## src/rtl/bp_update_queue.sv

```systemverilog
// rtl/bp_update_queue.sv - committed-branch queue feeding predictor training updates, one per cycle
// Optional mispredict counter enabled by defining BPQ_MISPRED_STATS_EN.
module bp_update_queue #(
  parameter int BPQ_DEPTH_WIDTH = 2,
  parameter int XLEN            = 32
) (
  input  logic            clk,
  input  logic            rst,
  input  logic            rdy,
  input  logic            flush,
  input  logic            commit_valid,
  input  logic [XLEN-1:0] commit_pc,
  input  logic            commit_pred,
  input  logic            commit_jump,
  output logic            bpq_full,
  output logic            rob_bp_enable,
  output logic [XLEN-1:0] rob_bp_inst_addr,
  output logic            rob_bp_jump,
  output logic            rob_bp_correct,
  output logic [XLEN-1:0] bpq_mispred_cnt
);

  localparam int DEPTH = 1 << BPQ_DEPTH_WIDTH;
  localparam logic [BPQ_DEPTH_WIDTH:0]   FULL_COUNT = {1'b1, {BPQ_DEPTH_WIDTH{1'b0}}};
  localparam logic [BPQ_DEPTH_WIDTH:0]   CNT_ONE    = (BPQ_DEPTH_WIDTH+1)'(1);
  localparam logic [BPQ_DEPTH_WIDTH-1:0] PTR_ONE    = BPQ_DEPTH_WIDTH'(1);

  logic [XLEN-1:0]            pc_mem      [DEPTH];
  logic                       jump_mem    [DEPTH];
  logic                       correct_mem [DEPTH];

  logic [BPQ_DEPTH_WIDTH-1:0] head;
  logic [BPQ_DEPTH_WIDTH-1:0] tail;
  logic [BPQ_DEPTH_WIDTH:0]   count;
  logic [BPQ_DEPTH_WIDTH:0]   count_nxt;
  logic                       push;
  logic                       pop;

  // Full is derived from registered count only, so the ROB sees a stable stall.
  assign bpq_full = (count == FULL_COUNT);
  assign push     = commit_valid && !bpq_full;
  // A flushed cycle means the predictor ignored the presented update; keep it.
  assign pop      = !flush && (count != '0);

  always_comb begin
    count_nxt = count;
    case ({push, pop})
      2'b10:   count_nxt = count + CNT_ONE;
      2'b01:   count_nxt = count - CNT_ONE;
      default: count_nxt = count;
    endcase
  end

  always_ff @(posedge clk) begin
    if (rdy && !rst && push) begin
      pc_mem[tail]      <= commit_pc;
      jump_mem[tail]    <= commit_jump;
      correct_mem[tail] <= ~(commit_pred ^ commit_jump);
    end
  end

  always_ff @(posedge clk) begin
    if (rdy) begin
      if (rst) begin
        head             <= '0;
        tail             <= '0;
        count            <= '0;
        rob_bp_enable    <= 1'b0;
        rob_bp_inst_addr <= '0;
        rob_bp_jump      <= 1'b0;
        rob_bp_correct   <= 1'b0;
      end else begin
        count <= count_nxt;
        if (push) begin
          tail <= tail + PTR_ONE;
        end
        if (pop) begin
          head             <= head + PTR_ONE;
          rob_bp_enable    <= 1'b1;
          rob_bp_inst_addr <= pc_mem[head];
          rob_bp_jump      <= jump_mem[head];
          rob_bp_correct   <= correct_mem[head];
        end else if (!flush) begin
          rob_bp_enable <= 1'b0;
        end
      end
    end
  end

`ifdef BPQ_MISPRED_STATS_EN
  logic [XLEN-1:0] mispred_q;

  // Counted on the edge the predictor actually consumes the update.
  always_ff @(posedge clk) begin
    if (rdy) begin
      if (rst) begin
        mispred_q <= '0;
      end else if (!flush && rob_bp_enable && !rob_bp_correct) begin
        mispred_q <= mispred_q + XLEN'(1);
      end
    end
  end

  assign bpq_mispred_cnt = mispred_q;
`else
  assign bpq_mispred_cnt = '0;
`endif

endmodule

```

## config.mk

```make
export PLATFORM = sky130hd
export DESIGN_NAME = bp_update_queue
export DESIGN_NICKNAME = d
export VERILOG_FILES = /design/src/rtl/bp_update_queue.sv
export SDC_FILE = /design/constraint.sdc
export NUM_CORES = 1
export LEC_CHECK = 0
export BUFFER_PORTS_ARGS = -buffer_cell sky130_fd_sc_hd__clkbuf_2
export CAP_MARGIN = 0
export CELL_PAD_IN_SITES_DETAIL_PLACEMENT = 1
export CELL_PAD_IN_SITES_GLOBAL_PLACEMENT = 2
export CORE_UTILIZATION = 33
export CTS_CLUSTER_DIAMETER = 30
export DETAILED_ROUTE_END_ITERATION = 8
export PLACE_DENSITY_LB_ADDON = 0.25
export SLEW_MARGIN = 20
export SYNTH_ARGS = -nofsm -noshare
export SYNTH_HDL_FRONTEND = slang
export SYNTH_SLANG_ARGS = --single-unit
```

## constraint.sdc

```tcl
create_clock -name clk -period 2.6 [get_ports clk]
set_input_delay 0.52 -clock clk [delete_from_list [all_inputs] [get_ports clk]]
set_output_delay 0.52 -clock clk [all_outputs]
set_load 0.02 [all_outputs]
```

==> summary.txt <==
Global route
  • Vias in the first global route: 3415
  • First-pass GRT wire length: 20.2 mm
  • Initial antenna violation count: 0
  • Remaining global-route overflow: 0
  • Gr usage total: 0.128
  • Largest net degree at the start of global routing: 37

Flow run
  • Max Cap Viol: 0

Setup path
  • Crit Path Class: flip-flop to flip-flop
  • Worst path slowest cell: nor3b_1
  • Worst r2r path cells: 5
  • CP cell instances: inv_1 > o31ai_1 > nor3b_1 > and2_2 > buf_4
  • Worst path arrival time: 2.22 ns
  • Worst Path Max Fanout: 22
  • FF-to-FF Start: count[2]$_SDFFCE_PP0P_
  • Startpoint type of the worst setup path: flip-flop
  • Worst Setup End Kind: flip-flop
  • CP delay by family, top: simple AND/OR/NAND/NOR gates
  • R2R Setup Slk: 0.47 ns
  • CP Data Required Time: 2.68 ns
  • Worst path buffer plus inverter count: 2
  • Slowest stage delay, CP: 0.49 ns
  • R2R Path End: correct_mem[3]$_DFFE_PP_

Timing
  • RSZ-0062 raised after global routing: no
  • Worst slew margin: 0.624
  • Clock Skew: 0.00880 ns
  • Fin. max-slew vios: 0
  • FMAX: 0.469 GHz
  • Final Hold Fails: 0
  • Tcrit/Tclk final: 0.820
  • Worst Tran Pin Value: 0.564 ns
  • Fin Setup TNS: 0 ns
  • Final setup fails: 0
  • Min Tclk post-route: 2.13 ns
  • Final worst setup slack: 0.467 ns

Synth
  • Seq/Total Area, Yosys: 0.762
  • Top-area cell type share of the netlist area: 0.762
  • Dominant synthesized flop cell: edfxtp_1
  • Area leader, netlist: edfxtp_1
  • Multiplexer share of the synthesized area: 0.112
  • Number of enable flip-flop cells after synthesis: 178
  • Post-Synth Adder-Cell Area: 0.00892
  • Yosys warns: 0
  • Cell count after synthesis: 341
  • Synth area leaders: edfxtp_1 (76%), mux4_2 (9.0%), and2_1 (3.5%)
  • Simple-gate portion of the synthesized area: 0.0458
  • Post-Synth XOR/XNOR Area: 0.00250
  • Compound-gate portion of the synthesized area: 0.0141
  • Yosys cell types: 28
  • Synthesized area: 7020 µm²
  • Syn Area/Cell: 20.6 µm²
  • Largest family of logic cells by synthesized area: multiplexers
  • Seq cells post-synth: 178
  • Ys async rst share: 0

Floorplan
  • Die span in y: 148 µm
  • Initial Util: 0.341
  • # rows: 52
  • Die Area: 21800 µm²
  • Die X: 148 µm
  • IO Pins: 107
  • Core area: 20600 µm²

Final layout
  • Nets: 476
  • Number of antenna cells inserted: 0
  • Most frequent cells in the layout: edfxtp_1 (178), clkbuf_2 (74), and2_1 (34), conb_1 (32), mux4_2 (28)
  • Cell Count, Final, Fillers Out: 715
  • Most common cell after layout, fill and taps aside: edfxtp_1
  • Area delta synth->final: 16.5%
  • Sequential cell area: 5350 µm²
  • FILL cells: 2029
  • Fin area: 8170 µm²
  • Share of cells above drive strength 1: 0.335
  • Area of the multi-input gates: 1420 µm²

Detailed routing
  • First-pass iteration count of the detailed router: 4
  • Post-DR vias/cell: 4.51
  • Initial drt markers: 155
  • DRT Wirelength: 13.0 mm
  • Vias after detailed routing: 3223
  • Antenna viol nets, final: 0
  • DRC viols: 0
  • Wire per inst: 18.2 µm

Place
  • Dpl ws: 0.387 ns
  • DP Wirelength: 8.18 mm
  • Placed Cells: 683
  • Port bufs: 74
  • DP Area: 7610 µm²
  • RePlAce Congestion: 0.766

Clocking
  • CTS tree: built
  • Skew-Pair Late Insertion Delay: 0.42 ns
  • CTS H-tree lvls: 4
  • Post-CTS setup buffers: 0
  • Clk buf depth: 2
  • Clock transition at path regs: 0.07 ns
  • Root Buffer Master: clkbuf_16
  • Post-CTS resize count: 0
  • Sink Count: 178
  • CTS Hold Bufs: 0
  • CTS Buf Count: 17

Power
  • PwrDens: 748 nW/µm²
  • Peak VDD IR: 0.456 mV
  • Leak: 2.87 nW

Min path
  • Worst Hold Launch: commit_pc[29]
  • Hold EP: pc_mem[2][29]$_DFFE_PP_
  • Min-Delay Path Depth: 1
  • Worst Hold Class: input port to flip-flop

Outcome
  • Status: finished, final reports clean
## flip-flops by register name (all words and copies together), names as in the netlist
name	flops
head	2
rob_bp_correct	1
rob_bp_jump	1
tail	2
rob_bp_enable	1
jump_mem	4
correct_mem	4
rob_bp_inst_addr	32
pc_mem	128
count	3
## Yosys cell counts, drive strengths merged, types with 2 or more instances
library cell,instances
a21boi,2
and2,39
buf,41
clkbuf,5
edfxtp,178
ha,5
inv,6
mux4,34
nor2,6
nor2b,3
nor3,3
nor3b,2
o21ai,5
xnor2,2
## cell type report
type	count	share of cell area
Clock inverter	12	0.0150
Inverter	6	0.00276
Multi-Input combinational cell	142	0.173
Tap cell	270	0.0413
Timing Repair Buffer	87	0.0603
Clock buffer	20	0.0534
Sequential cell	178	0.654
## routing by layer
metal	track usage	wire [µm]	share of wire	up-vias
li1	-	-	-	1456
met1	0.170	6020	0.46	1660
met2	0.204	6330	0.49	95
met3	0.0346	523	0.040	12
met4	0.0418	141	0.011	0
met5	0	0	0	-
## worst register-to-register path: stages (launching register included)
cell      delay [ns]
edfxtp_1        0.44
inv_1           0.15
o31ai_1         0.12
nor3b_1         0.49
and2_2          0.25
buf_4           0.34
## power breakdown
| part | internal [mW] | leakage (nW) | switching [mW] |
|---|---|---|---|
| sequential | 3.25 | 1.64 | 0.0262 |
| combinational | 0.156 | 0.952 | 0.265 |
| clock | 1.34 | 0.274 | 1.08 |
| total | 4.75 | 2.87 | 1.37 |
## cells by family after synthesis
group           after synthesis
compound gates               15
simple gates                 54
xor+xnor                      2
other cells                   1
flops                       178
buf+inv                      52
fa+ha+maj                     5
mux                          34
## worst max path at each step
stage,startpoint,end,slack [ns],depth (start not counted)
global placement,commit_valid,pc_mem[1][19]$_DFFE_PP_,0.43,5
finish,count[2]$_SDFFCE_PP0P_,correct_mem[3]$_DFFE_PP_,0.47,5
global route,count[2]$_SDFFCE_PP0P_,pc_mem[3][23]$_DFFE_PP_,0.36,5
floorplan,rst,correct_mem[0]$_DFFE_PP_,0.35,3
CTS,count[2]$_SDFFCE_PP0P_,pc_mem[0][23]$_DFFE_PP_,0.48,5
detailed placement,commit_valid,pc_mem[0][26]$_DFFE_PP_,0.39,5
## metrics by stage
| step | total power [mW] | util | hold slack (ns) |
|---|---|---|---|
| CTS | 6.22 | 0.398 | 0.302 |
| detailed placement | 3.76 | 0.370 | 0.643 |
| finish | 6.12 | 0.398 | 0.326 |
| floorplan | 3.65 | - | 0.591 |
| global placement | 3.75 | 0.370 | 0.629 |
| global route | 6.36 | 0.398 | 0.312 |
Power figures use the tool's default switching activity.
